### src/rtl/video_driver_if.sv
// Pixel-side bundle of the video timing generator: request/return path to the
// drawing stage and the aligned sync/DE/RGB path to the encoder.
interface video_driver_if;
    logic [23:0] pixel_data;
    logic [10:0] pixel_xpos;
    logic [10:0] pixel_ypos;
    logic        data_req;
    logic        video_hs;
    logic        video_vs;
    logic        video_de;
    logic [23:0] video_rgb;
    logic        frame_start;

    modport master (
        input  pixel_data,
        output pixel_xpos, pixel_ypos, data_req,
        output video_hs, video_vs, video_de, video_rgb, frame_start
    );

    modport slave (
        output pixel_data,
        input  pixel_xpos, pixel_ypos, data_req,
        input  video_hs, video_vs, video_de, video_rgb, frame_start
    );
endinterface

### src/rtl/video_driver.sv
// Video timing generator: free-running h/v counters, combinational pixel request,
// and a one-cycle output stage aligned with the drawing stage's registered pixel_data.
module video_driver #(
    parameter logic [10:0] H_SYNC   = 11'd40,
    parameter logic [10:0] H_BACK   = 11'd220,
    parameter logic [10:0] H_DISP   = 11'd1280,
    parameter logic [10:0] H_FRONT  = 11'd110,
    parameter logic [10:0] V_SYNC   = 11'd5,
    parameter logic [10:0] V_BACK   = 11'd20,
    parameter logic [10:0] V_DISP   = 11'd720,
    parameter logic [10:0] V_FRONT  = 11'd5,
    parameter logic        SYNC_POL = 1'b1
) (
    input  logic           pixel_clk,
    input  logic           sys_rst_n,
    video_driver_if.master vid
);

    localparam logic [10:0] H_TOTAL   = H_SYNC + H_BACK + H_DISP + H_FRONT;
    localparam logic [10:0] V_TOTAL   = V_SYNC + V_BACK + V_DISP + V_FRONT;
    localparam logic [10:0] H_ACT     = H_SYNC + H_BACK;
    localparam logic [10:0] V_ACT     = V_SYNC + V_BACK;
    localparam logic [10:0] H_ACT_END = H_ACT + H_DISP;
    localparam logic [10:0] V_ACT_END = V_ACT + V_DISP;

    logic [10:0] h_cnt_q, h_cnt_d;
    logic [10:0] v_cnt_q, v_cnt_d;
    logic        hs_q, hs_d;
    logic        vs_q, vs_d;
    logic        de_q, de_d;
    logic        fs_q, fs_d;
    logic        h_last;
    logic        h_vis;
    logic        v_vis;
    logic        req;

    always_comb begin
        h_last  = (h_cnt_q == H_TOTAL - 11'd1);
        h_cnt_d = h_last ? '0 : h_cnt_q + 11'd1;
        v_cnt_d = v_cnt_q;
        if (h_last) begin
            v_cnt_d = (v_cnt_q == V_TOTAL - 11'd1) ? '0 : v_cnt_q + 11'd1;
        end
    end

    always_comb begin
        h_vis = (h_cnt_q >= H_ACT) && (h_cnt_q < H_ACT_END);
        v_vis = (v_cnt_q >= V_ACT) && (v_cnt_q < V_ACT_END);
        req   = h_vis && v_vis;
    end

    // Output stage samples the current counters so it lines up with pixel_data,
    // which the drawing stage registers from this cycle's request.
    always_comb begin
        hs_d = (h_cnt_q < H_SYNC) ? SYNC_POL : ~SYNC_POL;
        vs_d = (v_cnt_q < V_SYNC) ? SYNC_POL : ~SYNC_POL;
        de_d = req;
        fs_d = (h_cnt_q == '0) && (v_cnt_q == '0);
    end

    always_ff @(posedge pixel_clk or negedge sys_rst_n) begin
        if (!sys_rst_n) begin
            h_cnt_q <= '0;
            v_cnt_q <= '0;
            hs_q    <= ~SYNC_POL;
            vs_q    <= ~SYNC_POL;
            de_q    <= 1'b0;
            fs_q    <= 1'b0;
        end else begin
            h_cnt_q <= h_cnt_d;
            v_cnt_q <= v_cnt_d;
            hs_q    <= hs_d;
            vs_q    <= vs_d;
            de_q    <= de_d;
            fs_q    <= fs_d;
        end
    end

    assign vid.data_req    = req;
    assign vid.pixel_xpos  = req ? h_cnt_q - H_ACT : '0;
    assign vid.pixel_ypos  = req ? v_cnt_q - V_ACT : '0;
    assign vid.video_hs    = hs_q;
    assign vid.video_vs    = vs_q;
    assign vid.video_de    = de_q;
    assign vid.frame_start = fs_q;
    assign vid.video_rgb   = de_q ? vid.pixel_data : '0;

endmodule

### src/flat_wrapper.sv
// flat-port wrapper written by rule: the top's interface ports become plain ports
module video_driver_flat 
#(
    parameter logic [10:0] H_SYNC   = 11'd40,
    parameter logic [10:0] H_BACK   = 11'd220,
    parameter logic [10:0] H_DISP   = 11'd1280,
    parameter logic [10:0] H_FRONT  = 11'd110,
    parameter logic [10:0] V_SYNC   = 11'd5,
    parameter logic [10:0] V_BACK   = 11'd20,
    parameter logic [10:0] V_DISP   = 11'd720,
    parameter logic [10:0] V_FRONT  = 11'd5,
    parameter logic        SYNC_POL = 1'b1
)
  (pixel_clk, sys_rst_n, vid_pixel_data, vid_pixel_xpos, vid_pixel_ypos, vid_data_req, vid_video_hs, vid_video_vs, vid_video_de, vid_video_rgb, vid_frame_start);
  video_driver_if vid_i ();
  input  logic pixel_clk;
  input  logic sys_rst_n;
  input wire logic [$bits(vid_i.pixel_data)-1:0] vid_pixel_data;
  output wire logic [$bits(vid_i.pixel_xpos)-1:0] vid_pixel_xpos;
  output wire logic [$bits(vid_i.pixel_ypos)-1:0] vid_pixel_ypos;
  output wire logic [$bits(vid_i.data_req)-1:0] vid_data_req;
  output wire logic [$bits(vid_i.video_hs)-1:0] vid_video_hs;
  output wire logic [$bits(vid_i.video_vs)-1:0] vid_video_vs;
  output wire logic [$bits(vid_i.video_de)-1:0] vid_video_de;
  output wire logic [$bits(vid_i.video_rgb)-1:0] vid_video_rgb;
  output wire logic [$bits(vid_i.frame_start)-1:0] vid_frame_start;
  assign vid_i.pixel_data = vid_pixel_data;
  assign vid_pixel_xpos = vid_i.pixel_xpos;
  assign vid_pixel_ypos = vid_i.pixel_ypos;
  assign vid_data_req = vid_i.data_req;
  assign vid_video_hs = vid_i.video_hs;
  assign vid_video_vs = vid_i.video_vs;
  assign vid_video_de = vid_i.video_de;
  assign vid_video_rgb = vid_i.video_rgb;
  assign vid_frame_start = vid_i.frame_start;
  video_driver #(.H_SYNC(H_SYNC), .H_BACK(H_BACK), .H_DISP(H_DISP), .H_FRONT(H_FRONT), .V_SYNC(V_SYNC), .V_BACK(V_BACK), .V_DISP(V_DISP), .V_FRONT(V_FRONT), .SYNC_POL(SYNC_POL)) u_core (.pixel_clk(pixel_clk), .sys_rst_n(sys_rst_n), .vid(vid_i));
endmodule
### config.mk
export PLATFORM = sky130hd
export DESIGN_NAME = video_driver_flat
export DESIGN_NICKNAME = d
export VERILOG_FILES = /design/src/rtl/video_driver_if.sv /design/src/rtl/video_driver.sv /design/src/flat_wrapper.sv
export SDC_FILE = /design/constraint.sdc
export NUM_CORES = 1
export LEC_CHECK = 0
export BUFFER_PORTS_ARGS = -buffer_cell sky130_fd_sc_hd__buf_2
export CAP_MARGIN = 15
export CORE_ASPECT_RATIO = 0.8
export CORE_MARGIN = 2
export CORE_UTILIZATION = 45
export CTS_CLUSTER_DIAMETER = 100
export CTS_CLUSTER_SIZE = 28
export DETAILED_ROUTE_END_ITERATION = 6
export GPL_TIMING_DRIVEN = 0
export HOLD_SLACK_MARGIN = 0.1
export PLACE_DENSITY_LB_ADDON = 0.12
export SYNTH_ARGS = -nofsm -noshare
export SYNTH_HDL_FRONTEND = slang
export SYNTH_SLANG_ARGS = --single-unit
### constraint.sdc
create_clock -name pixel_clk -period 1.9 [get_ports pixel_clk]
set_input_delay 0.19 -clock pixel_clk [delete_from_list [all_inputs] [get_ports pixel_clk]]
set_output_delay 0.19 -clock pixel_clk [all_outputs]
set_load 0.01 [all_outputs]
==> summary.md <==
| Metric | Value |
|---|---|
| Status | finished, violations left |
| Failing checks | setup timing |
| Synth Area in Simple Gates | ~34% |
| Crit end category | output port |
| Post-synth EDFFs | 0 |
| Compound-Gate Fraction of Synth Area | 9.17% |
| Async S/R FF share, synth | 100% |
| Layout net count | 385 |
| Setup ws final | -460 ps |
| Drt drc | 0 |
| CP peak stage delay | between 300 and 400 ps |
| DRT Pass-1 Iters | 4 |
| Clk pwr share | 35.6% |
| Fillers | 358 |
| Share of layout cells above drive strength 1 | ~44% |
| Final ANT Viol Nets | 0 |
| Die area | 5070 sq um |
| Drt initial violations | between 150 and 200 |
| Pint | approximately 700 uW |
| Mux cell area share after synthesis | 0% |
| R2r setup slk | -160 ps |
| Syn avg cell area | approximately 8.3 sq um |
| Routed WL per cell | ~14 microns |
| Final min period | 2360 ps |
| Layout area overhead | 47.3% |
| Slew Limit Fails | 0 |
| Worst path slowest cell | dfrtp_1 |
| Initial core utilization | 47.7% |
| Share of the synthesized area in the top cell type | around a third |
| Cells on worst reg2reg path | 7 |
| Register clock-pin slew on the reported worst setup and hold paths | about 90 ps |
| Lkg Pwr | 0.00155 uW |
| Sum Neg Setup Slack | -10,470 ps |
| Pin count of the biggest net entering global routing | 27 |
| Insertion delay to the later sink of the worst-skew pair | approximately 280 ps |
| Sw power | between 150 and 200 uW |
| CP max FO | 6 |
| # H-tree levels | 1 |
| Main combinational cell family by area after synthesis | simple AND/OR/NAND/NOR gates |
| Chip Width | approximately 79 microns |
| Max-Cap Viols | 0 |
| #FFs+latches synth | 26 |
| Syn Nets | between 200 and 300 |
| PortBufs | 76 |
| Relative slew slack | 46.3% |
| Synth Area in XOR/XNOR | 10.8% |
| Maximum root-to-sink buffer count | 2 |
| Via density | ~5 |
| CTS root buffer | clkbuf_8 |
| Synth cell types | 43 |
| Commonest non-fill, non-tap cell in the layout | buf_2 |
| Crit path DAT | 2170 ps |
| I/O pin count | 77 |
| Switch share | 21.7% |
| Most frequent cells in the layout | buf_2, nor2_1, and2_1, buf_4, dfrtp_1 |
| Vias in the first global route | approximately 1,800 |
| N_diodes | 0 |
| Die Ht | between 60 and 70 microns |
| Routability cong. | about 0.86 |
| Setup Skew | 7.78 ps |
| Path type of the worst min-delay path | in2async |
| Row count | 21 |
| CP cell instances | buf_6 > or3_4 > o41ai_4 > a31o_1 > or2_4 > clkbuf_16 > nor2_1 > buf_2 |
| Yosys warnings | 0 |
| Register share of total power | roughly three fifths |
| Top area cells in the synthesized netlist | dfrtp_1, and2_1, nor2_1 |
| First-pass GRT wire length | 8630 microns |
| Crit start category | flip-flop |
| Adder-cell share of the synthesized area | just under 7% |
| RSZ-0062 raised after global routing | yes |
| RR Startpoint | u_core.h_cnt_q[2]$_DFF_PN0_ |
| All-layer global routing usage | approximately 22% |
| Final wirelength | 5690 microns |
| GRT overflow | 0 |
| Total CTS buffers | 3 |
| Max Fclk | ~420 MHz |
| DP Worst Slack | -276 ps |
| Tightest Pin Transition | between 700 and 800 ps |
| Maximum VDD drop | ~350 uV |
| Hpwl dp | 3780 microns |
| Period utilisation layout | 124% |
| Comb pwr share | between 3 and 4% |
| Multi-input logic area | between 1000 and 1500 sq um |
| Worst setup path category | reg2out |
| Cell Area, Synth | between 2000 and 2500 sq um |
| CTS Sinks | 26 |
| Final setup viols | 27 |
| Yosys top cell by area | dfrtp_1 |
| Pwr dens | approximately 300 nW/um^2 |
| Non-filler cells, final | between 400 and 500 |
| Final Hold Viols | 0 |
| RR Endpoint | u_core.h_cnt_q[7]$_DFF_PN0_ |
| CTS tree | yes |
| Total number of vias | between 2,000 and 2,500 |
| Post-synthesis sequential area ratio | 32.0% |
| Initial antenna violation count | 0 |
| Post-synth top flop | dfrtp_1 |
| Placed cells | between 300 and 400 |
| Synth Instances | around 250 |
| Register area | between 600 and 700 sq um |
| Worst endpoint required time | 1710 ps |
| Placeable Area | 4260 sq um |
-- cell usage after synthesis (4+ instances only) --
master	n
a21oi_1	4
and2_1	25
and3_1	5
buf_2	8
clkbuf_1	8
dfrtp_1	26
ha_1	11
inv_1	6
nand2_1	14
nand3_1	10
nand4_1	6
nor2_1	41
nor4_1	5
o21ai_0	10
xnor2_1	12
xor2_1	13
-- routing by layer --
layer / part of all wire (%) / global-route usage (%)
met2: 44 / 35.7
met3: 8.5 / 5.23
met5: 0 / 0
met4: 1.4 / 5.82
met1: 46 / 29.7
-- worst max path at each step --
stage / from / end / slack (ps) / cells past startpoint
5_1_grt: u_core.v_cnt_q[2]$_DFFE_PN0N_ / vid_pixel_xpos[6] / -550 / 8
2_1_floorplan: u_core.h_cnt_q[2]$_DFF_PN0_ / u_core.v_cnt_q[7]$_DFFE_PN0N_ / 20 / 9
6_report: u_core.h_cnt_q[6]$_DFF_PN0_ / vid_pixel_xpos[10] / -460 / 8
3_3_place_gp: u_core.h_cnt_q[5]$_DFF_PN0_ / vid_pixel_xpos[9] / -260 / 8
3_5_place_dp: u_core.h_cnt_q[3]$_DFF_PN0_ / u_core.v_cnt_q[7]$_DFFE_PN0N_ / -280 / 8
4_1_cts: u_core.h_cnt_q[5]$_DFF_PN0_ / vid_pixel_ypos[8] / -510 / 8
-- registers in the layout (all words and copies together) (netlist names) --
register                flops
u_core.h_cnt_q             11
u_core.v_cnt_q             11
u_core.vid.video_vs         1
u_core.vid.frame_start      1
u_core.vid.video_hs         1
u_core.vid.video_de         1
-- cell type report --
type                    count  share of cell area (%)
multi-input cells         192                    47.1
flip-flops and latches     26                    21.9
repair buffers            101                    21.8
plain buffers              17                    4.43
well taps                  57                    2.38
clock buffers               3                    1.38
inverters                   7                    1.05
-- what timing repair did --
action                                 in CTS  in global routing
endpoints found under the hold margin      26                  0
hold buffers                                1                  0
setup endpoints to repair                  45                 39
resized for setup                          13                 51
pin swaps                                   3                 15
gates cloned                                1                  1
buffers inserted                            8                 14
-- cells by family (layout without fill, tap and decap cells) --
logic type | Yosys count | in the layout
DFF | 26 | 26
buffers and inverters | 27 | 128
and+or+nand+nor | 128 | 128
AOI/OAI and AO/OA | 28 | 28
adders and majority gates | 11 | 11
xor gates and xnor gates | 25 | 25
-- power groups by stage --
stage / logic [uW] / clock network [uW] / registers, uW
2_1_floorplan: 0.00250 / 0 / 564
3_3_place_gp: 33.8 / 0 / 564
3_5_place_dp: 34.6 / 0 / 564
4_1_cts: 36.1 / 330 / 553
5_1_grt: 40.1 / 354 / 553
6_report: 35.1 / 324 / 553
-- through the flow --
step	power (uW)	util (%)	area, sq um	hold slack, ps
after global routing	947	70.3	2990	518
after floorplan	564	-	2060	-106
final	912	70.3	2990	451
after CTS	919	63.5	2700	477
after global placement	598	58.9	2510	239
after detailed placement	598	58.9	2510	246
-- worst max-delay path, delay by kind of cell (launching register included) --
family	cells	cell delay (ps)
and+or+nand+nor	3	610
buffers and inverters	3	420
DFF	1	390
AOI/OAI and AO/OA	2	480
(Power assumes the default switching activity.)
